`src/rtl/counter_event_tracker_pkg.sv`:
```
// Shared types for the counter event tracker: event codes and the FIFO entry layout.
package counter_evt_pkg;

   localparam int unsigned CNT_WIDTH = 4;

   typedef enum logic [2:0] {
      EV_NONE    = 3'd0,
      EV_LOAD    = 3'd1,
      EV_WRAP_UP = 3'd2,
      EV_WRAP_DN = 3'd3,
      EV_THR_UP  = 3'd4,
      EV_THR_DN  = 3'd5
   } evt_code_e;

   typedef struct packed {
      evt_code_e              code;
      logic [CNT_WIDTH-1:0]   count;
   } evt_t;

endpackage

```
`src/rtl/counter_event_tracker_if.sv`:
```
// Bundle of counter-sample inputs and event-stream outputs of the event tracker.
interface counter_event_tracker_if #(
   parameter int unsigned WIDTH = 4,
   parameter int unsigned DEPTH = 4
);
   import counter_evt_pkg::*;

   logic                   load;
   logic                   up_down;
   logic [WIDTH-1:0]       count_in;
   logic                   evt_valid;
   logic                   evt_ready;
   evt_code_e              evt_code;
   logic [WIDTH-1:0]       evt_count;
   logic [$clog2(DEPTH):0] evt_level;
   logic                   ovf_sticky;
   logic [7:0]             drop_cnt;

   // Counter side and event consumer
   modport master (
      output load, up_down, count_in, evt_ready,
      input  evt_valid, evt_code, evt_count, evt_level, ovf_sticky, drop_cnt
   );

   // Event tracker
   modport slave (
      input  load, up_down, count_in, evt_ready,
      output evt_valid, evt_code, evt_count, evt_level, ovf_sticky, drop_cnt
   );

endinterface

```
`src/rtl/counter_event_tracker_evt_fifo.sv`:
```
// Synchronous show-ahead FIFO; pointers carry one extra wrap bit to tell full from empty.
module evt_fifo
   import counter_evt_pkg::*;
#(
   parameter int unsigned DEPTH = 4,
   parameter type         T     = evt_t
) (
   input  logic                   clk,
   input  logic                   reset,
   input  logic                   push,
   input  T                       din,
   input  logic                   pop,
   output T                       dout,
   output logic                   full,
   output logic                   empty,
   output logic [$clog2(DEPTH):0] level
);

   localparam int unsigned AW = $clog2(DEPTH);

   logic [AW:0] wr_ptr_q;
   logic [AW:0] rd_ptr_q;
   T            mem [DEPTH];
   logic        do_push;
   logic        do_pop;

   // Occupancy flags and handshake qualification; a pop on a full FIFO makes room for a push
   always_comb begin
      empty   = (wr_ptr_q == rd_ptr_q);
      full    = (wr_ptr_q[AW] != rd_ptr_q[AW]) && (wr_ptr_q[AW-1:0] == rd_ptr_q[AW-1:0]);
      level   = wr_ptr_q - rd_ptr_q;
      do_pop  = pop && !empty;
      do_push = push && (!full || do_pop);
      dout    = mem[rd_ptr_q[AW-1:0]];
   end

   // Read/write pointers
   always_ff @(posedge clk or negedge reset) begin
      if (!reset) begin
         wr_ptr_q <= '0;
         rd_ptr_q <= '0;
      end else begin
         if (do_push) wr_ptr_q <= wr_ptr_q + 1'b1;
         if (do_pop)  rd_ptr_q <= rd_ptr_q + 1'b1;
      end
   end

   // Entry storage; contents are only observed through the pointers, so no reset
   always_ff @(posedge clk) begin
      if (do_push) mem[wr_ptr_q[AW-1:0]] <= din;
   end

endmodule

```
`src/rtl/counter_event_tracker.sv`:
```
// Classifies counter transitions into events and queues them for a valid/ready consumer.
module counter_event_tracker
   import counter_evt_pkg::*;
#(
   parameter int unsigned WIDTH  = 4,
   parameter int unsigned DEPTH  = 4,
   parameter int unsigned THRESH = 12
) (
   input  logic                     clk,
   input  logic                     reset,
   counter_event_tracker_if.slave   bus
);

   localparam int unsigned    LW  = $clog2(DEPTH) + 1;
   localparam logic [WIDTH-1:0] MAX = '1;
   localparam logic [WIDTH-1:0] THR = WIDTH'(THRESH);

   typedef struct packed {
      evt_code_e          code;
      logic [WIDTH-1:0]   count;
   } entry_t;

   logic             prev_vld_q;
   logic             prev_load_q;
   logic             prev_ud_q;
   logic [WIDTH-1:0] prev_cnt_q;
   evt_code_e        code_d;
   entry_t           push_data;
   entry_t           head;
   entry_t           last_q;
   entry_t           shown;
   logic             push;
   logic             full;
   logic             empty;
   logic             drop;
   logic [LW-1:0]    level;
   logic             ovf_q;
   logic [7:0]       drop_q;

   // Previous-edge sample of the counter controls and value
   always_ff @(posedge clk or negedge reset) begin
      if (!reset) begin
         prev_vld_q  <= 1'b0;
         prev_load_q <= 1'b0;
         prev_ud_q   <= 1'b0;
         prev_cnt_q  <= '0;
      end else begin
         prev_vld_q  <= 1'b1;
         prev_load_q <= bus.load;
         prev_ud_q   <= bus.up_down;
         prev_cnt_q  <= bus.count_in;
      end
   end

   // Priority classifier: at most one event per edge, load first
   always_comb begin
      code_d = EV_NONE;
      if (prev_vld_q) begin
         if (prev_load_q) begin
            code_d = EV_LOAD;
         end else if (prev_ud_q && prev_cnt_q == MAX && bus.count_in == '0) begin
            code_d = EV_WRAP_UP;
         end else if (!prev_ud_q && prev_cnt_q == '0 && bus.count_in == MAX) begin
            code_d = EV_WRAP_DN;
         end else if (prev_cnt_q < THR && bus.count_in >= THR) begin
            code_d = EV_THR_UP;
         end else if (prev_cnt_q >= THR && bus.count_in < THR) begin
            code_d = EV_THR_DN;
         end
      end
      push            = (code_d != EV_NONE);
      push_data.code  = code_d;
      push_data.count = bus.count_in;
      // Ready is only honoured when full if it really frees a slot this edge
      drop            = push && full && !bus.evt_ready;
   end

   evt_fifo #(
      .DEPTH (DEPTH),
      .T     (entry_t)
   ) u_fifo (
      .clk   (clk),
      .reset (reset),
      .push  (push),
      .din   (push_data),
      .pop   (bus.evt_ready),
      .dout  (head),
      .full  (full),
      .empty (empty),
      .level (level)
   );

   // Overflow flag and saturating drop counter
   always_ff @(posedge clk or negedge reset) begin
      if (!reset) begin
         ovf_q  <= 1'b0;
         drop_q <= '0;
      end else if (drop) begin
         ovf_q <= 1'b1;
         if (drop_q != 8'hFF) drop_q <= drop_q + 8'd1;
      end
   end

   // Remember the last shown head so outputs hold steady once the FIFO drains
   always_ff @(posedge clk or negedge reset) begin
      if (!reset) begin
         last_q <= '0;
      end else if (!empty) begin
         last_q <= head;
      end
   end

   // Output view: live head while non-empty, held value otherwise
   always_comb begin
      shown = empty ? last_q : head;
   end

   assign bus.evt_valid  = !empty;
   assign bus.evt_code   = shown.code;
   assign bus.evt_count  = shown.count;
   assign bus.evt_level  = level;
   assign bus.ovf_sticky = ovf_q;
   assign bus.drop_cnt   = drop_q;

endmodule

```
`src/flat_wrapper.sv`:
```
// flat-port wrapper written by rule: the top's interface ports become plain ports
module counter_event_tracker_flat import counter_evt_pkg::*;
#(
   parameter int unsigned WIDTH  = 4,
   parameter int unsigned DEPTH  = 4,
   parameter int unsigned THRESH = 12
)
  (clk, reset, bus_load, bus_up_down, bus_count_in, bus_evt_ready, bus_evt_valid, bus_evt_code, bus_evt_count, bus_evt_level, bus_ovf_sticky, bus_drop_cnt);
  counter_event_tracker_if #(.WIDTH(WIDTH), .DEPTH(DEPTH)) bus_i ();
  input  logic clk;
  input  logic reset;
  input wire logic [$bits(bus_i.load)-1:0] bus_load;
  input wire logic [$bits(bus_i.up_down)-1:0] bus_up_down;
  input wire logic [$bits(bus_i.count_in)-1:0] bus_count_in;
  input wire logic [$bits(bus_i.evt_ready)-1:0] bus_evt_ready;
  output wire logic [$bits(bus_i.evt_valid)-1:0] bus_evt_valid;
  output wire logic [$bits(bus_i.evt_code)-1:0] bus_evt_code;
  output wire logic [$bits(bus_i.evt_count)-1:0] bus_evt_count;
  output wire logic [$bits(bus_i.evt_level)-1:0] bus_evt_level;
  output wire logic [$bits(bus_i.ovf_sticky)-1:0] bus_ovf_sticky;
  output wire logic [$bits(bus_i.drop_cnt)-1:0] bus_drop_cnt;
  assign bus_i.load = bus_load;
  assign bus_i.up_down = bus_up_down;
  assign bus_i.count_in = bus_count_in;
  assign bus_i.evt_ready = bus_evt_ready;
  assign bus_evt_valid = bus_i.evt_valid;
  assign bus_evt_code = bus_i.evt_code;
  assign bus_evt_count = bus_i.evt_count;
  assign bus_evt_level = bus_i.evt_level;
  assign bus_ovf_sticky = bus_i.ovf_sticky;
  assign bus_drop_cnt = bus_i.drop_cnt;
  counter_event_tracker #(.WIDTH(WIDTH), .DEPTH(DEPTH), .THRESH(THRESH)) u_core (.clk(clk), .reset(reset), .bus(bus_i));
endmodule
```
`config.mk`:
```
export PLATFORM = sky130hd
export DESIGN_NAME = counter_event_tracker_flat
export DESIGN_NICKNAME = d
export VERILOG_FILES = /design/src/rtl/counter_event_tracker_pkg.sv /design/src/rtl/counter_event_tracker_if.sv /design/src/rtl/counter_event_tracker_evt_fifo.sv /design/src/rtl/counter_event_tracker.sv /design/src/flat_wrapper.sv
export SDC_FILE = /design/constraint.sdc
export NUM_CORES = 1
export LEC_CHECK = 0
export BUFFER_PORTS_ARGS = -buffer_cell sky130_fd_sc_hd__buf_2
export CAP_MARGIN = 0
export CORE_ASPECT_RATIO = 2
export CORE_MARGIN = 1
export CORE_UTILIZATION = 44
export CTS_BUF_LIST = sky130_fd_sc_hd__clkbuf_8
export DETAILED_ROUTE_END_ITERATION = 10
export GPL_ROUTABILITY_DRIVEN = 1
export PLACE_DENSITY = 0.67
export SKIP_LAST_GASP = 1
export SLEW_MARGIN = 30
export SYNTH_ARGS = -nofsm -noshare
export SYNTH_HDL_FRONTEND = slang
export SYNTH_SLANG_ARGS = --single-unit
export TNS_END_PERCENT = 100
```
`constraint.sdc`:
```
create_clock -name clk -period 2.6 [get_ports clk]
set_input_delay 0.13 -clock clk [delete_from_list [all_inputs] [get_ports clk]]
set_output_delay 0.13 -clock clk [all_outputs]
set_load 0.05 [all_outputs]
```
Word-level counts from Yosys, hierarchy flattened

Memory sizes are Yosys's and may differ from the RTL's.
Cells that the tools add are included.

Register bits after elaboration: 29
Bits in latches: 0
Bits in writable memories: 28
ROM bits: 0
Input bits: 9
Output and inout port bits: 20
Memories kept: 1

Add/sub/neg operators: 4
$mul: 0
Div/mod/pow operators: 0
$lt $le $gt $ge: 4
Eq/ne operators: 6
Shift operators: 0
Muxes and demuxes: 9
Bitwise operators: 0
Reduce and logical (&&, ||, !) cells: 20

Memories:

| name              | words | bits a word | read ports | clocked after Yosys merged registers in | write ports | RTL line                             | RTL |
|---|---|---|---|---|---|---|---|
| u_core.u_fifo.mem | 4     | 7           | 1          | 0                                       | 1           | counter_event_tracker_evt_fifo.sv:23 | `T mem [DEPTH];` |

Operators with widths:

| cell                                                           | number |
|---|---|
| 3-bit two-way mux                                              | 6 |
| 1-bit logical AND                                              | 11 |
| 8-bit by 1-bit adder with 8-bit output (second input constant) | 1 |
| 4-bit == test (second input constant)                          | 2 |
| 4-bit greater-or-equal comparator (second input constant)      | 2 |
| 4-bit logical NOT                                              | 2 |
| 4-bit < comparator (second input constant)                     | 2 |
| 8-bit != test (second input constant)                          | 1 |
| 7-bit two-way mux                                              | 1 |
| 3-bit by 1-bit adder with 3-bit output (second input constant) | 2 |
| 1-bit logical NOT                                              | 4 |
| 3-bit == test                                                  | 1 |
| 3-bit nonzero test                                             | 1 |
| 3-bit subtractor                                               | 1 |
| 2-bit == test                                                  | 1 |
| 1-bit two-way mux                                              | 2 |
| 2-bit AND reduction                                            | 1 |
| 1-bit logical OR                                               | 1 |
| 1-bit != test                                                  | 1 |

Logic depth before layout (Yosys ltp)

Depth after elaboration: 12
Mapped depth: 8
Depth with buffers taken out: 7

Hierarchy

Synthesis repeated with hierarchy kept, for this count alone.

Cells, all modules: 165
Area, all modules: 2,489.9 um^2

By module, submodules not included:

| module                | instances | cells an instance | area an instance (um^2) |
|---|---|---|---|
| evt_fifo              | 1         | 83                | 1,471.4 |
| counter_event_tracker | 1         | 82                | 1,018.5 |

Least setup slack after synthesis

Ideal clock, no wire load.

Kind: reg2reg
Start: reg u_core.u_fifo.rd_ptr_q[1]
End: mem u_core.u_fifo.mem[3][0] in the netlist's numbering (enable)
Data arrival time: 1,804 ps
Data required time: 2,266 ps
Slack: 463 ps
Stages on the path, launching flop included: 8
Buffers on the path: 1
Clock period less this slack: 2,137 ps
Cells stage by stage: dfrtp_1 -> clkbuf_1 -> inv_1 -> ha_1 -> nand2_1 -> nor3_2 -> a211oi_4 -> and2_1

Cells in the longest elaborated chain, start to end: 7

RTL lines:

| item                                                          | RTL line                                                                   | RTL |
|---|---|---|
| start, declared                                               | counter_event_tracker_evt_fifo.sv:22                                       | `logic [AW:0] rd_ptr_q;` |
| start signal, assigned                                        | counter_event_tracker_evt_fifo.sv:44                                       | `if (do_pop) rd_ptr_q <= rd_ptr_q + 1'b1;` |
| 3-bit == test / 2-bit == test (equally long branches)         | counter_event_tracker_evt_fifo.sv:29, counter_event_tracker_evt_fifo.sv:30 |  |
| 1-bit logical NOT / 1-bit logical AND (equally long branches) | -                                                                          |  |
| 1-bit logical AND / 1-bit logical NOT (equally long branches) | counter_event_tracker_evt_fifo.sv:32, counter_event_tracker_evt_fifo.sv:33 |  |
| 1-bit logical OR *                                            | counter_event_tracker_evt_fifo.sv:33                                       | `do_push = push && (!full \|\| do_pop);` |
| 1-bit logical AND *                                           | counter_event_tracker_evt_fifo.sv:33                                       |  |
| 1-bit two-way mux *                                           | counter_event_tracker_evt_fifo.sv:50                                       | `if (do_push) mem[wr_ptr_q[AW-1:0]] <= din;` |
| 1-bit two-way mux (implied by the code) *                     | counter_event_tracker_evt_fifo.sv:50                                       |  |
| end, declared                                                 | counter_event_tracker_evt_fifo.sv:23                                       |  |

Mark *: on every way between the ends. The rest lies on a longest branch, timed or not.

Worst setup path after layout

Start: reg u_core.u_fifo.wr_ptr_q[0]
End: out bus_evt_count[0]

Cells in the longest elaborated chain, start to end: 2

RTL lines:

| item                   | RTL line                             | RTL |
|---|---|---|
| start, declared        | counter_event_tracker_evt_fifo.sv:21 | `logic [AW:0] wr_ptr_q;` |
| start signal, assigned | counter_event_tracker_evt_fifo.sv:43 | `if (do_push) wr_ptr_q <= wr_ptr_q + 1'b1;` |
| 3-bit == test          | counter_event_tracker_evt_fifo.sv:29 | `empty = (wr_ptr_q == rd_ptr_q);` |
| 7-bit two-way mux      | counter_event_tracker.sv:115         | `shown = empty ? last_q : head;` |
| end, declared          | flat_wrapper.sv:18                   | `output wire logic [$bits(bus_i.evt_count)-1:0] bus_evt_count;` |

Every way passes these cells.

==> summary.txt <==
Outcome
  • Run status: finished clean

Die
  • Number of rows created at floorplan: 38
  • Area of the die: 0.005856 mm2
  • Placeable core region: 0.005373 mm2
  • Y dimension of the die: 107.2 um
  • Effective utilization at floorplan: 0.4534
  • Horizontal die dimension: 54.62 um
  • Number of primary I/O pins: 29

Detailed routing
  • Via count: 1410
  • Iteration-0 DRC Markers: 27
  • DRC Markers: 0
  • Residual antenna-violating net count after detailed routing: 0
  • DR pass1 iterations: 6
  • Total Routed Length: 4554 um
  • Vias per cell: 5.281
  • Average detailed-routed wire length per instance: 17.06 um

Placement
  • Global placement routability congestion: 0.8206
  • Worst setup slack before clock tree synthesis: 0.4764 ns
  • Detailed Place HPWL: 3351 um
  • Count of buffers from port buffering: 28

Yosys
  • Synth cell count leaders: dfrtp_1 (29), edfxtp_1 (28), nand2_1 (15)
  • Fraction of registers with async set/reset: 0.5088
  • Cell count after synthesis: 156
  • Cell Area, Synth: 0.002436 mm2
  • Most area-consuming cells after synthesis: edfxtp_1 (35%), dfrtp_1 (30%), mux4_2 (6.5%), ha_1 (4.1%), mux2_2 (3.7%)
  • Number of warnings reported in the yosys synthesis log: 0
  • Count of different cell masters after synthesis: 38
  • Area leader, netlist: edfxtp_1
  • Post-synthesis register bit count: 57
  • Synthesized netlist net count: 174
  • Most common cell in the synthesized netlist: dfrtp_1
  • Top flip-flop cell by instance count after synthesis: dfrtp_1
  • Area share of the leading cell type in the synthesized netlist: 0.3451
  • Average footprint of a synthesized cell: 15.62 um2
  • Number of enable flip-flop cells after synthesis: 28
  • Seq/Total Area, Yosys: 0.6430

Min path
  • Hold_sp: bus_evt_ready
  • Worst hold path cell count: 3
  • Hold worst-path end: u_core.u_fifo.rd_ptr_q[2]
  • Class of the tightest hold or removal check: in -> reg

Critical path
  • CP Data Required Time: 2.47 ns
  • Reg-to-reg startpoint: u_core.u_fifo.wr_ptr_q[0]
  • R2R cell count: 6
  • Start-to-end type of the worst setup path: reg -> out
  • Family with the most delay on the worst path: flip-flops
  • Critical path's slowest cell: dfrtp_1
  • R2r setup slk: 0.48 ns
  • Crit path largest cell delay: 0.39 ns
  • Worst-path cell chain: inv_1 > ha_1 > nand3_2 > mux2_2 > buf_2
  • Worst reg2reg endpoint: u_core.u_fifo.mem[3][3]
  • Crit path from: u_core.u_fifo.wr_ptr_q[0]
  • WP data arrival: 2.04 ns
  • Nature of the critical path endpoint: output pin
  • Buffers & Inverters on Critical Path: 2
  • Startpoint type of the worst setup path: register
  • Worst-path fanout max: 10

Timing
  • Smallest setup slack after layout: 0.4315 ns
  • RSZ-0062 raised after global routing: false
  • Fmax: 0.4611 GHz
  • Worst hold margin: 0.1257 ns
  • Final setup violation count: 0
  • Final Max Slew Viols: 0
  • Min Clock Period, post-route: 2.169 ns
  • Final Hold Vio Count: 0
  • Max-Slew Margin vs Limit: 0.5291
  • Period utilisation layout: 0.8340
  • Transition time of the tightest slew-check pin: 0.6965 ns
  • Total negative setup slack: 0 ns
  • Setup clock skew after layout: 0.008451 ns

CTS
  • Number of buffers created by CTS: 9
  • Number of clock sinks seen by CTS: 57
  • Buffers from clock root to sink, at most: 2
  • Count of hold-fix buffers inserted at cts: 7
  • Number of cells upsized or downsized after cts: 0
  • Reg clk slew, reported paths: 0.07 ns
  • Clock root buffer master: clkbuf_8
  • Skew-Pair Late Insertion Delay: 0.33 ns
  • Deepest level of the CTS H-tree: 3
  • Setup repair bufs after CTS: 0
  • TritonCTS clock tree: yes

Cells and area
  • Layout area overhead: 21.93%
  • Number of antenna cells inserted: 0
  • Number of nets in the finished design: 220
  • Ratio of cells with drive above 1 in the final layout: 0.3430

Global routing
  • Aggregate global routing overflow: 0
  • All-layer global routing usage: 0.1896
  • First-pass GRT wire length: 7334 um
  • Pin count of the biggest net entering global routing: 30
  • Initial antenna violation count: 0
  • Vias in the first global route: 1548

Power and ir drop
  • Power consumption: 4.159 mW
  • PD cells: 1400 mW/mm2
  • Worst vdd ir: 0.0009628 V
  • Leakage component of the power: 1.216 nW

Flow run
  • # Max-Cap Violations: 0
## registers in the layout, summed over array words and instances, names as in the netlist
name	count
u_core.prev_cnt_q	4
u_core.u_fifo.mem	28
u_core.prev_load_q	1
u_core.u_fifo.rd_ptr_q	3
u_core.bus.drop_cnt	8
u_core.bus.ovf_sticky	1
u_core.u_fifo.wr_ptr_q	3
u_core.last_q	7
u_core.prev_vld_q	1
u_core.prev_ud_q	1
## worst reg2reg max path, delay by kind of cell (launching register included)
kind,cells,cell delay (ns)
compound gates,1,0.32
fa+ha+maj,1,0.37
buf+inv,1,0.12
flops,1,0.39
simple gates,3,0.58
## layout by cell type (no fill, tap or decap), drive strengths merged, types with 2 or more instances in the layout
| cell type | count |
|---|---|
| mux2 | 9 |
| xor2 | 5 |
| nand3 | 5 |
| nor4 | 3 |
| a21oi | 2 |
| dlygate4sd3 | 7 |
| nand2b | 2 |
| nor3 | 3 |
| mux4 | 7 |
| dfrtp | 29 |
| edfxtp | 28 |
| and2 | 5 |
| clkinv | 2 |
| xnor2 | 9 |
| bufinv | 3 |
| nand2 | 15 |
| clkinvlp | 2 |
| buf | 30 |
| clkbuf | 9 |
| inv | 8 |
| nor2 | 2 |
| o21ai | 2 |
| ha | 8 |
## cell type report
| cell class | instances | area (um2) |
|---|---|---|
| Fill cell | 462 | 2402 |
| Sequential cell | 57 | 1567 |
| Multi-Input combinational cell | 89 | 830.8 |
| Timing Repair Buffer | 37 | 225.2 |
| Clock buffer | 9 | 123.9 |
| Clock inverter | 7 | 118.9 |
| Tap cell | 60 | 75.07 |
| Inverter | 8 | 30.03 |
## stage by stage
step                area [um2]  cells    util
floorplan                 2436    156       -
CTS                       2970    267  0.5529
global route              2970    267  0.5529
global placement          2658    244  0.4946
detailed placement        2658    244  0.4946
finish                    2970    267  0.5529
## worst max-delay path by stage
stage / slack (ns) / cells after the start / end
final: 0.43 / 5 / bus_evt_count[0]
after global routing: 0.30 / 5 / bus_evt_count[1]
after CTS: 0.36 / 5 / bus_evt_count[0]
after detailed placement: 0.48 / 6 / u_core.u_fifo.mem[3][1]
after global placement: 0.61 / 6 / u_core.u_fifo.mem[3][0]
after floorplan: 0.46 / 7 / u_core.u_fifo.mem[3][0]
## where the power goes
part / total [mW] / switching [mW] / leakage [nW] / internal [mW]
registers: 1.27 / 0.108 / 0.606 / 1.16
logic: 1.89 / 1.31 / 0.495 / 0.586
clock network: 0.994 / 0.358 / 0.115 / 0.636
## layer usage
layer,part of all wire,vias up,wire length [um],track usage
met3,0.036,10,163,0.05532
li1,-,651,-,-
met5,0,-,0,0
met1,0.33,712,1504,0.1689
met4,0.038,0,171,0.1190
met2,0.60,37,2715,0.3373
## kinds of logic after synthesis
kind of cell               Yosys count  share of synthesized area
other                                1                   0.001539
adders and majority gates            9                    0.04931
muxes                               16                     0.1063
DFF                                 57                     0.6430
and+or+nand+nor                     40                    0.09553
AOI/OAI and AO/OA                    9                    0.03492
buffers and inverters               10                    0.01592
xor gates and xnor gates            14                    0.05342
Note: power is estimated with default switching activity, not from simulation.
